`src/rtl/riscv_alu_wb_if.sv`:
```
// Bundle of the ALU-result input handshake, register-file write port,
// forwarding view and retirement counters of the riscv_alu_wb writeback buffer.
interface riscv_alu_wb_if #(
    parameter int DATA_W = 64
);
    logic              in_valid;
    logic              in_ready;
    logic [4:0]        in_rd;
    logic [DATA_W-1:0] in_result;
    logic              rf_ready;
    logic              rf_we;
    logic [4:0]        rf_waddr;
    logic [DATA_W-1:0] rf_wdata;
    logic              fwd_valid;
    logic [4:0]        fwd_rd;
    logic [DATA_W-1:0] fwd_data;
    logic [31:0]       retired;
    logic [31:0]       dropped;

    modport master (
        output in_valid, in_rd, in_result, rf_ready,
        input  in_ready, rf_we, rf_waddr, rf_wdata,
        input  fwd_valid, fwd_rd, fwd_data, retired, dropped
    );

    modport slave (
        input  in_valid, in_rd, in_result, rf_ready,
        output in_ready, rf_we, rf_waddr, rf_wdata,
        output fwd_valid, fwd_rd, fwd_data, retired, dropped
    );
endinterface

```
`src/rtl/riscv_alu_wb.sv`:
```
// Two-entry writeback buffer between the ALU and the register file, with x0 filtering.
// Define RISCV_WB_FWD_EN to compile in the youngest-entry forwarding view.
module riscv_alu_wb #(
    parameter int DATA_W = 64
) (
    input  logic         clk,
    input  logic         rst,
    riscv_alu_wb_if.slave wb
);

    logic [1:0]        cnt;
    logic [1:0]        cnt_nxt;
    logic              head_ptr;
    logic              wr_ptr;
    logic [4:0]        ent_rd   [2];
    logic [DATA_W-1:0] ent_data [2];
    logic [31:0]       retired_q;
    logic [31:0]       dropped_q;

    logic drain;
    logic in_ready;
    logic accept;
    logic push;
    logic rf_we;

    assign rf_we    = (cnt != 2'd0);
    assign drain    = rf_we && wb.rf_ready;
    assign in_ready = (cnt != 2'd2) || drain;
    assign accept   = wb.in_valid && in_ready;
    assign push     = accept && (wb.in_rd != 5'd0);
    // Slot after the current tail; when full and draining this is the slot being vacated.
    assign wr_ptr   = head_ptr ^ cnt[0];

    always_comb begin
        cnt_nxt = cnt;
        if (push && !drain)
            cnt_nxt = cnt + 2'd1;
        else if (!push && drain)
            cnt_nxt = cnt - 2'd1;
    end

    always_ff @(posedge clk or posedge rst) begin
        if (rst) begin
            cnt       <= 2'd0;
            head_ptr  <= 1'b0;
            retired_q <= 32'd0;
            dropped_q <= 32'd0;
        end else begin
            cnt <= cnt_nxt;
            if (drain) begin
                head_ptr  <= ~head_ptr;
                retired_q <= retired_q + 32'd1;
            end
            if (accept && (wb.in_rd == 5'd0))
                dropped_q <= dropped_q + 32'd1;
        end
    end

    // Payload storage carries no reset; every read of it is qualified by occupancy.
    always_ff @(posedge clk) begin
        if (push) begin
            ent_rd[wr_ptr]   <= wb.in_rd;
            ent_data[wr_ptr] <= wb.in_result;
        end
    end

    assign wb.in_ready = in_ready;
    assign wb.rf_we    = rf_we;
    assign wb.rf_waddr = rf_we ? ent_rd[head_ptr]   : 5'd0;
    assign wb.rf_wdata = rf_we ? ent_data[head_ptr] : '0;
    assign wb.retired  = retired_q;
    assign wb.dropped  = dropped_q;

`ifdef RISCV_WB_FWD_EN
    logic young_ptr;
    assign young_ptr    = head_ptr ^ (cnt == 2'd2);
    assign wb.fwd_valid = rf_we;
    assign wb.fwd_rd    = rf_we ? ent_rd[young_ptr]   : 5'd0;
    assign wb.fwd_data  = rf_we ? ent_data[young_ptr] : '0;
`else
    assign wb.fwd_valid = 1'b0;
    assign wb.fwd_rd    = 5'd0;
    assign wb.fwd_data  = '0;
`endif

endmodule
```
`src/flat_wrapper.sv`:
```
// flat-port wrapper written by rule: the top's interface ports become plain ports
module riscv_alu_wb_flat 
#(
    parameter int DATA_W = 64
)
  (clk, rst, wb_in_valid, wb_in_rd, wb_in_result, wb_rf_ready, wb_in_ready, wb_rf_we, wb_rf_waddr, wb_rf_wdata, wb_fwd_valid, wb_fwd_rd, wb_fwd_data, wb_retired, wb_dropped);
  riscv_alu_wb_if #(.DATA_W(DATA_W)) wb_i ();
  input  logic clk;
  input  logic rst;
  input wire logic [$bits(wb_i.in_valid)-1:0] wb_in_valid;
  input wire logic [$bits(wb_i.in_rd)-1:0] wb_in_rd;
  input wire logic [$bits(wb_i.in_result)-1:0] wb_in_result;
  input wire logic [$bits(wb_i.rf_ready)-1:0] wb_rf_ready;
  output wire logic [$bits(wb_i.in_ready)-1:0] wb_in_ready;
  output wire logic [$bits(wb_i.rf_we)-1:0] wb_rf_we;
  output wire logic [$bits(wb_i.rf_waddr)-1:0] wb_rf_waddr;
  output wire logic [$bits(wb_i.rf_wdata)-1:0] wb_rf_wdata;
  output wire logic [$bits(wb_i.fwd_valid)-1:0] wb_fwd_valid;
  output wire logic [$bits(wb_i.fwd_rd)-1:0] wb_fwd_rd;
  output wire logic [$bits(wb_i.fwd_data)-1:0] wb_fwd_data;
  output wire logic [$bits(wb_i.retired)-1:0] wb_retired;
  output wire logic [$bits(wb_i.dropped)-1:0] wb_dropped;
  assign wb_i.in_valid = wb_in_valid;
  assign wb_i.in_rd = wb_in_rd;
  assign wb_i.in_result = wb_in_result;
  assign wb_i.rf_ready = wb_rf_ready;
  assign wb_in_ready = wb_i.in_ready;
  assign wb_rf_we = wb_i.rf_we;
  assign wb_rf_waddr = wb_i.rf_waddr;
  assign wb_rf_wdata = wb_i.rf_wdata;
  assign wb_fwd_valid = wb_i.fwd_valid;
  assign wb_fwd_rd = wb_i.fwd_rd;
  assign wb_fwd_data = wb_i.fwd_data;
  assign wb_retired = wb_i.retired;
  assign wb_dropped = wb_i.dropped;
  riscv_alu_wb #(.DATA_W(DATA_W)) u_core (.clk(clk), .rst(rst), .wb(wb_i));
endmodule
```
`config.mk`:
```
export PLATFORM = sky130hd
export DESIGN_NAME = riscv_alu_wb_flat
export DESIGN_NICKNAME = d
export VERILOG_FILES = /design/src/rtl/riscv_alu_wb_if.sv /design/src/rtl/riscv_alu_wb.sv /design/src/flat_wrapper.sv
export SDC_FILE = /design/constraint.sdc
export NUM_CORES = 1
export LEC_CHECK = 0
export ABC_AREA = 1
export CORE_MARGIN = 2
export CORE_UTILIZATION = 42
export DETAILED_ROUTE_END_ITERATION = 16
export PLACE_DENSITY = 0.84
export SLEW_MARGIN = 20
export SYNTH_ARGS = -nofsm -noshare
export SYNTH_HDL_FRONTEND = slang
export SYNTH_SLANG_ARGS = --single-unit
```
`constraint.sdc`:
```
create_clock -name clk -period 5.4 [get_ports clk]
set_clock_uncertainty 0.2 [all_clocks]
set_input_delay 1.08 -clock clk [delete_from_list [all_inputs] [get_ports clk]]
set_output_delay 1.08 -clock clk [all_outputs]
set_load 0.1 [all_outputs]
```
**Word level (Yosys, flattened, before mapping)**

Memories as Yosys holds them, arrays and structs flattened.
Cells that the tools add are included.

- Add/sub/neg operators: 4
- Equality and inequality tests: 1
- Muxes and demuxes: 6
- Bitwise gates (word level): 2
- Reduce and logical (&&, ||, !) cells: 13

Operator list:

| cell | count |
|---|---|
| $add 32x1->32 const B | 2 |
| $mux 64 | 1 |
| $logic_and 1x1->1 | 6 |
| $logic_not 5->1 | 1 |
| $mux 5 | 1 |
| $reduce_bool 5->1 | 1 |
| $mux 2 | 2 |
| $reduce_bool 2->1 | 2 |
| $add 2x1->2 const B | 1 |
| $logic_not 1->1 | 2 |
| $mux 1 | 2 |
| $ne 2x2->1 const B | 1 |
| $sub 2x1->2 const B | 1 |
| $logic_or 1x1->1 | 1 |
| $not 1->1 | 1 |
| $xor 1x1->1 | 1 |

- Register bits: 67
- Memory bits (writable): 138
- Memories: 2

Memories:

| name | words | width | rd ports | clocked after Yosys merged registers in | write ports | RTL line | text |
|---|---|---|---|---|---|---|---|
| u_core.ent_data | 2 | 64 | 1 | 0 | 1 | riscv_alu_wb.sv:16 | `logic [DATA_W-1:0] ent_data [2];` |
| u_core.ent_rd | 2 | 5 | 1 | 0 | 1 | riscv_alu_wb.sv:15 | `logic [4:0] ent_rd [2];` |

**Longest topological paths before layout**

Gate-level depths: netlist (run 1).

- Word-level depth: 9
- Gate-level depth with buffers: 9

**Worst setup path after synthesis (run 1)**

Ideal clock, no wire load.

- Path kind: in2reg
- Start: input wb_rf_ready
- End: memory u_core.ent_data[0][0] (enable)
- Setup time: 0.497 ns
- Data arrival time: 4.703 ns
- Required time: 4.703 ns
- Path slack: 0.000 ns
- Stages: 4
- Cell sequence: inv_1 > nand3_2 > nand3_1 > nor2_1

- Longest elaborated chain between the ends: 6

RTL lines:

| what | RTL line | text |
|---|---|---|
| start: declaration | flat_wrapper.sv:13 | `input wire logic [$bits(wb_i.rf_ready)-1:0] wb_rf_ready;` |
| $logic_and 1x1->1 | riscv_alu_wb.sv:27 | `assign drain = rf_we && wb.rf_ready;` |
| $logic_or 1x1->1 | riscv_alu_wb.sv:28 | `assign in_ready = (cnt != 2'd2) \|\| drain;` |
| named net wb_in_ready | flat_wrapper.sv:14 | `output wire logic [$bits(wb_i.in_ready)-1:0] wb_in_ready;` |
| $logic_and 1x1->1 | riscv_alu_wb.sv:29 | `assign accept = wb.in_valid && in_ready;` |
| $logic_and 1x1->1 | riscv_alu_wb.sv:30 | `assign push = accept && (wb.in_rd != 5'd0);` |
| $mux 1 | riscv_alu_wb.sv:61 | `if (push) begin` |
| $mux 1 (implied by the code) | riscv_alu_wb.sv:63 | `ent_data[wr_ptr] <= wb.in_result;` |
| end: declaration | riscv_alu_wb.sv:16 |  |

The timed path passes the listed nets, and every way through them passes these cells.

**Worst setup path in the final report (run 1)**

- Start: register u_core.head_ptr
- End: output wb_rf_wdata[42]

- Longest elaborated chain between the ends: 2

RTL lines:

| what | RTL line | text |
|---|---|---|
| start: declaration | riscv_alu_wb.sv:13 | `logic head_ptr;` |
| start signal: assignment | riscv_alu_wb.sv:51 | `head_ptr <= ~head_ptr;` |
| $mem_v2 2x64 | - |  |
| $mux 64 | riscv_alu_wb.sv:70 | `assign wb.rf_wdata = rf_we ? ent_data[head_ptr] : '0;` |
| end: declaration | flat_wrapper.sv:17 | `output wire logic [$bits(wb_i.rf_wdata)-1:0] wb_rf_wdata;` |

Every way passes these cells.

==> flow_summary_export.csv, run 1 <==
group,metric,value,unit
run_status,outcome,"finished, final reports clean",
setup_path,cp-end-kind,"output port",
layout,nNetsFinal,1249,
drt,via_per_inst,4.91,
drt,drt_wl_total,23.4,mm
drt,top_layer_used,"met4",
drt,antenna_left,0,
placed_design,io_buffers,207,
yosys,synth_area,0.00946,mm2
layout,area_growth,29.9,%
yosys,avgSynthCellArea,9.84,um2
timing,slew_viol_final,0,
drt,dr.first_iter.drc_count,450,
timing,timing.final.crit_share,85.3,%
timing,final_hold_viol_count,0,
yosys,synth_cells,961,
placed_design,gp_congestion,0.910,
clocking,cts-buffers-inserted,23,
global_route,antenna_found_initial,1,
yosys,ys_seq_area_share,61.6,%
timing,rsz0062_at_grt,"false",
clocking,ctsHoldBuffers,0,
layout,multi_input_area,0.00302,mm2
yosys,yosysUniqueCellTypes,30,
drt,routedWlPerCell,16.0,um
global_route,grt_pass1_vias,7060,
drt,drc,0,
layout,layout_commonest_cell,"nand2_1",
clocking,cts.sink_count,205,
clocking,cts-htree-levels,1,
clocking,path_clk_slew,50,ps
timing,worstMarginPinSlew,1060,ps
yosys,ys.flop_type,"edfxtp_1",
yosys,ys.warnings.count,0,
global_route,grt_max_degree,72,
drt,wl_met2,11.8,mm
layout,nFillCells,1859,
floorplanning,initial_core_util,43.1,%
timing,setup_viol,0,
setup_path,critPathRequiredTime,4120,ps
clocking,cts_tree,"built",
yosys,synth-seq-cells,205,
worst_hold_path,hp-class,"reg -> reg",
clocking,cts-resized-gates,0,
yosys,synth_edf_count,138,
flow_run,maxCapViolCount,0,
floorplanning,die_area,0.0237,mm2
clocking,cts_buffer_depth,3,
global_route,track_usage,19.4,%
placed_design,hpwlAfterDp,16.4,mm
floorplanning,core,0.0220,mm2
timing,fin_tns_setup,0,ps
yosys,ys_async_sr_fraction,32.7,%
drt,vias,7219,
global_route,overflow,0,
setup_path,worstSetupPathType,"reg -> out",
timing,slew-limit-headroom,29.1,%
setup_path,crit_arrival,3320,ps
setup_path,startpoint_type,"flop",
drt,drt_first_pass_iters,5,
layout,regArea,0.00582,mm2
setup_path,critPathMaxFanout,50,
clocking,clockRootBuffer,"clkbuf_16",
drt,wl_met3,1.49,mm
layout,drive_gt1_share,5.47,%
clocking,postCtsSetupBuffers,0,
timing,max_freq,217,MHz
floorplanning,die_y,154,um
drt,met1Wirelength,9.53,mm
clocking,insertion_delay,500,ps
floorplanning,rows,54,
setup_path,rrSetupSlack,2390,ps
floorplanning,die_x,154,um
floorplanning,io_pins,278,
layout,most-common-layout-cells,"318 x nand2_1, 203 x clkdlybuf4s50_1, 138 x edfxtp_1",
global_route,grt_pass1_wl,37.2,mm
timing,layout_min_cycle_time,4600,ps
[synth_stat cells (all sizes together) (10+ instances only)]
library cell | number | area (um2)
nor2 | 88 | 372
nand2 | 322 | 1230
inv | 61 | 229
nand4 | 21 | 131
edfxtp | 138 | 4140
buf | 80 | 594
clkbuf | 17 | 63.8
a21oi | 70 | 350
xor2 | 10 | 87.6
xnor2 | 22 | 193
nand3 | 29 | 150
o21ai | 13 | 65.1
dfrtp | 67 | 1680
[stage by stage]
step	area [um2]	util, %	cells	setup slack (ps)	hold WS (ps)
after floorplan	9720	-	1030	0.00222	338
after global placement	11500	52.6	1428	1400	278
after detailed placement	11500	52.6	1428	1330	290
after CTS	12300	55.9	1468	789	302
after global routing	12300	55.9	1468	628	351
final	12300	55.9	1469	796	303
[worst paths after layout]
check | from | endpoint | depth (start not counted)
min in group asynchronous | rst | u_core.wb.dropped[30]$_DFFE_PP0P_ | 2
setup / recovery | u_core.head_ptr$_DFFE_PP0P_ | wb_rf_wdata[42] | 5
hold / removal | u_core.wb.retired[31]$_DFFE_PP0P_ | u_core.wb.retired[31]$_DFFE_PP0P_ | 2
setup reg to reg | u_core.head_ptr$_DFFE_PP0P_ | u_core.ent_data[0][61]$_DFFE_PP_ | 5
max in group asynchronous | rst | u_core.wb.retired[13]$_DFFE_PP0P_ | 3
hold reg to reg | u_core.wb.retired[31]$_DFFE_PP0P_ | u_core.wb.retired[31]$_DFFE_PP0P_ | 2
[metal layers]
layer | vias up | GRT usage (%)
met4 | 0 | 6.41
li1 | 3438 | -
met1 | 3425 | 24.5
met2 | 313 | 33.8
met3 | 43 | 3.66
met5 | - | 0
[registers in the layout, summed over array words and instances (netlist names)]
signal,count
u_core.cnt,2
u_core.ent_data,128
u_core.ent_rd,10
u_core.head_ptr,1
u_core.wb.dropped,32
u_core.wb.retired,32
[critical path, stage by stage (launching register included)]
cell	delay [ps]
dfrtp_2	400
inv_2	640
buf_4	370
nand2_1	80
a21oi_1	160
clkdlybuf4s50_1	1160
[cells by family (layout without fill, tap and decap cells)]
kind of cell | after synthesis | in the layout | share of synthesized area, %
buffers and inverters | 159 | 317 | 9.42
adder cells (fa/ha/maj) | 3 | 3 | 0.397
AND/OR/NAND/NOR | 478 | 478 | 21.2
AO/OA/AOI/OAI | 83 | 83 | 4.39
flip-flops | 205 | 205 | 61.6
other | 1 | 71 | 0.0397
XOR/XNOR | 32 | 32 | 2.96
[cell type report]
class / count / area share (%)
Inverter: 62 / 1.89
Timing Repair Buffer: 215 / 17.3
Clock buffer: 28 / 5.00
Tap cell: 280 / 2.85
Multi-Input combinational cell: 666 / 24.6
Antenna cell: 1 / 0.0204
Sequential cell: 205 / 47.4
Clock inverter: 12 / 0.998
Power of run 1 is not shown: default switching activity piles up to over one toggle a cycle in this logic, so the estimate is an artifact.
==> run 2: changes to the inputs <==
- ABC_AREA: 1 -> not set
- ABC_CLOCK_PERIOD_IN_PS: not set -> 5400
- PLACE_DENSITY: 0.84 -> 0.85
==> run 2 against run 1 <==
Compared with the run above: maximum frequency grew 4.2%; sequential share of layout area grew 2.7 points; routed wire length decreased by 22%; hold slack worse by 20 ps; critical path depth decreased by 1; largest cell class unchanged.
==> flow_summary_export.csv, run 2 <==
group,metric,value,unit
timing,setup_viol,0,
layout,nNetsFinal,939,
placed_design,hpwlAfterDp,12.3,mm
layout,regArea,0.00582,mm2
yosys,ys.warnings.count,0,
clocking,ctsHoldBuffers,0,
yosys,ys_async_sr_fraction,32.7,%
layout,most-common-layout-cells,"207 x clkdlybuf4s50_1, 138 x edfxtp_1, 89 x nor2_1",
drt,drt_first_pass_iters,4,
floorplanning,rows,52,
layout,multi_input_area,0.00262,mm2
placed_design,io_buffers,207,
timing,slew_viol_final,0,
yosys,synth_area,0.00880,mm2
setup_path,startpoint_type,"flop",
timing,layout_min_cycle_time,4420,ps
yosys,synthTopCellsByCount,"138 x edfxtp_1, 90 x nor2_1, 71 x buf_4, 69 x mux2i_1, 67 x dfrtp_1",
timing,timing.final.crit_share,81.8,%
clocking,cts_buffer_depth,3,
floorplanning,io_pins,278,
yosys,synth_edf_count,138,
drt,dr.first_iter.drc_count,272,
setup_path,worstSetupPathType,"reg -> out",
setup_path,crit_arrival,3140,ps
timing,fin_tns_setup,0,ps
timing,slew-limit-headroom,29.9,%
yosys,synth_top_cell_area_share,47.1,%
layout,largest_reg_flops,128,
setup_path,path_depth,4,
global_route,grt_pass1_wl,28.3,mm
timing,final_hold_viol_count,0,
drt,drc,0,
yosys,avgSynthCellArea,13.6,um2
setup_path,critPathRequiredTime,4120,ps
setup_path,max_stage_delay,1160,ps
drt,drt_wl_total,18.3,mm
yosys,yosysUniqueCellTypes,40,
yosys,synth.most_common_cell,"edfxtp_1",
timing,rsz0062_at_grt,"false",
drt,vias,5524,
floorplanning,die_x,149,um
clocking,cts-resized-gates,0,
clocking,path_clk_slew,60,ps
layout,drive_gt1_share,5.94,%
worst_hold_path,hp-class,"reg -> reg",
layout,nFillCells,1594,
drt,via_per_inst,4.82,
setup_path,r2r_cells,3,
layout,layout_commonest_cell,"clkdlybuf4s50_1",
clocking,postCtsSetupBuffers,0,
timing,whs,283,ps
clocking,clockRootBuffer,"clkbuf_16",
floorplanning,initial_core_util,43.2,%
floorplanning,die_y,149,um
timing,max_freq,226,MHz
clocking,cts-htree-levels,1,
clocking,cts.sink_count,205,
setup_path,cp-end-kind,"output port",
clocking,insertion_delay,490,ps
yosys,ys.flop_type,"edfxtp_1",
worst_hold_path,whs_path_depth,1,
yosys,synth_cells,646,
global_route,antenna_found_initial,1,
global_route,grt_pass1_vias,5337,
setup_path,critPathSlowestCell,"clkdlybuf4s50_1",
yosys,synth-seq-cells,205,
setup_path,cp_cell_sequence,"buf_12 > mux2i_1 > nor2_1 > clkdlybuf4s50_1",
flow_run,maxCapViolCount,0,
yosys,synth_largest_area_cell,"edfxtp_1",
setup_path,critPathTopFamily,"buffers and inverters",
yosys,ys_seq_area_share,66.2,%
drt,routedWlPerCell,15.9,um
timing,worstMarginPinSlew,1050,ps
clocking,cts-buffers-inserted,22,
global_route,track_usage,16.1,%
yosys,yosys-top-cells-area,"edfxtp_1 47%, dfrtp_1 19%, mux2i_1 7.9%",
floorplanning,core,0.0204,mm2
layout,top_register,"u_core.ent_data",
layout,area_growth,32.3,%
placed_design,gp_congestion,0.817,
setup_path,critPathMaxFanout,39,
floorplanning,die_area,0.0221,mm2
global_route,overflow,0,
drt,antenna_left,0,
global_route,grt_max_degree,70,
run_status,outcome,"finished, final reports clean",
clocking,cts_tree,"built",
setup_path,crit_buf_inv,2,
## run 2: changes by cell type after synthesis, sizes merged, moves of 4 or more
cell | before | now
nand2 | 322 | 28
a21oi | 70 | 0
mux2i | 0 | 69
inv | 61 | 8
xnor2 | 22 | 43
xor2 | 10 | 24
o21ai | 13 | 0
clkbuf | 17 | 8
nand3b | 9 | 0
nand3 | 29 | 22
nor4 | 0 | 6
and3 | 0 | 5
nor3 | 7 | 12
and4 | 0 | 4
## run 2: cells by family (layout without fill, tap and decap cells)
logic type	Yosys count	in the layout	synth area share (%)
DFF	205	205	66.2
and+or+nand+nor	204	204	11.5
buffers and inverters	96	257	7.23
muxes	69	69	7.85
xor gates and xnor gates	67	67	6.67
adders and majority gates	3	3	0.427
other	1	71	0.0426
AOI/OAI and AO/OA	1	1	0.0854
## run 2: cell type report
cell class / count / area share, %
sequential: 205 / 50.1
antenna: 1 / 0.0215
tap: 270 / 2.90
clock buffer: 32 / 5.50
clock inverter: 5 / 0.398
multi-input combinational: 414 / 22.5
inverter: 8 / 0.258
timing repair buffer: 212 / 18.3
## run 2: worst reg2reg max path, delay by kind of cell (launching register included)
| family | cells | cell delay (ps) |
|---|---|---|
| XOR/XNOR | 1 | 330 |
| buffers and inverters | 1 | 730 |
| flip-flops | 1 | 810 |
| AND/OR/NAND/NOR | 1 | 190 |
## run 2: final timing paths
path | endpoint | slack (ps) | start
setup / recovery | wb_rf_wdata[10] | 980 | u_core.head_ptr$_DFFE_PP0P_
min in group asynchronous | u_core.wb.retired[3]$_DFFE_PP0P_ | 840 | rst
setup reg to reg | u_core.ent_data[1][9]$_DFFE_PP_ | 2670 | u_core.head_ptr$_DFFE_PP0P_
hold reg to reg | u_core.wb.retired[31]$_DFFE_PP0P_ | 280 | u_core.wb.retired[31]$_DFFE_PP0P_
hold / removal | u_core.wb.retired[31]$_DFFE_PP0P_ | 280 | u_core.wb.retired[31]$_DFFE_PP0P_
max in group asynchronous | u_core.wb.dropped[3]$_DFFE_PP0P_ | 3250 | rst
## run 2: routing by layer
layer	vias to the layer above	routed length (um)	GRT usage [%]
met1	2697	7260	19.9
li1	2572	-	-
met4	0	728	7.29
met3	48	1130	3.37
met2	207	9160	27.2
met5	-	0	0
## run 2: per-stage QoR
step / worst slack (ps) / cells / utilization, % / area (um2)
2_1_floorplan: 1090 / 715 / - / 9060
3_3_place_gp: 1130 / 1109 / 53.7 / 10900
3_5_place_dp: 1130 / 1109 / 53.7 / 10900
4_1_cts: 918 / 1146 / 57.1 / 11600
5_1_grt: 831 / 1147 / 57.1 / 11600
6_report: 981 / 1147 / 57.1 / 11600
Power of run 2 is left out for the same reason.
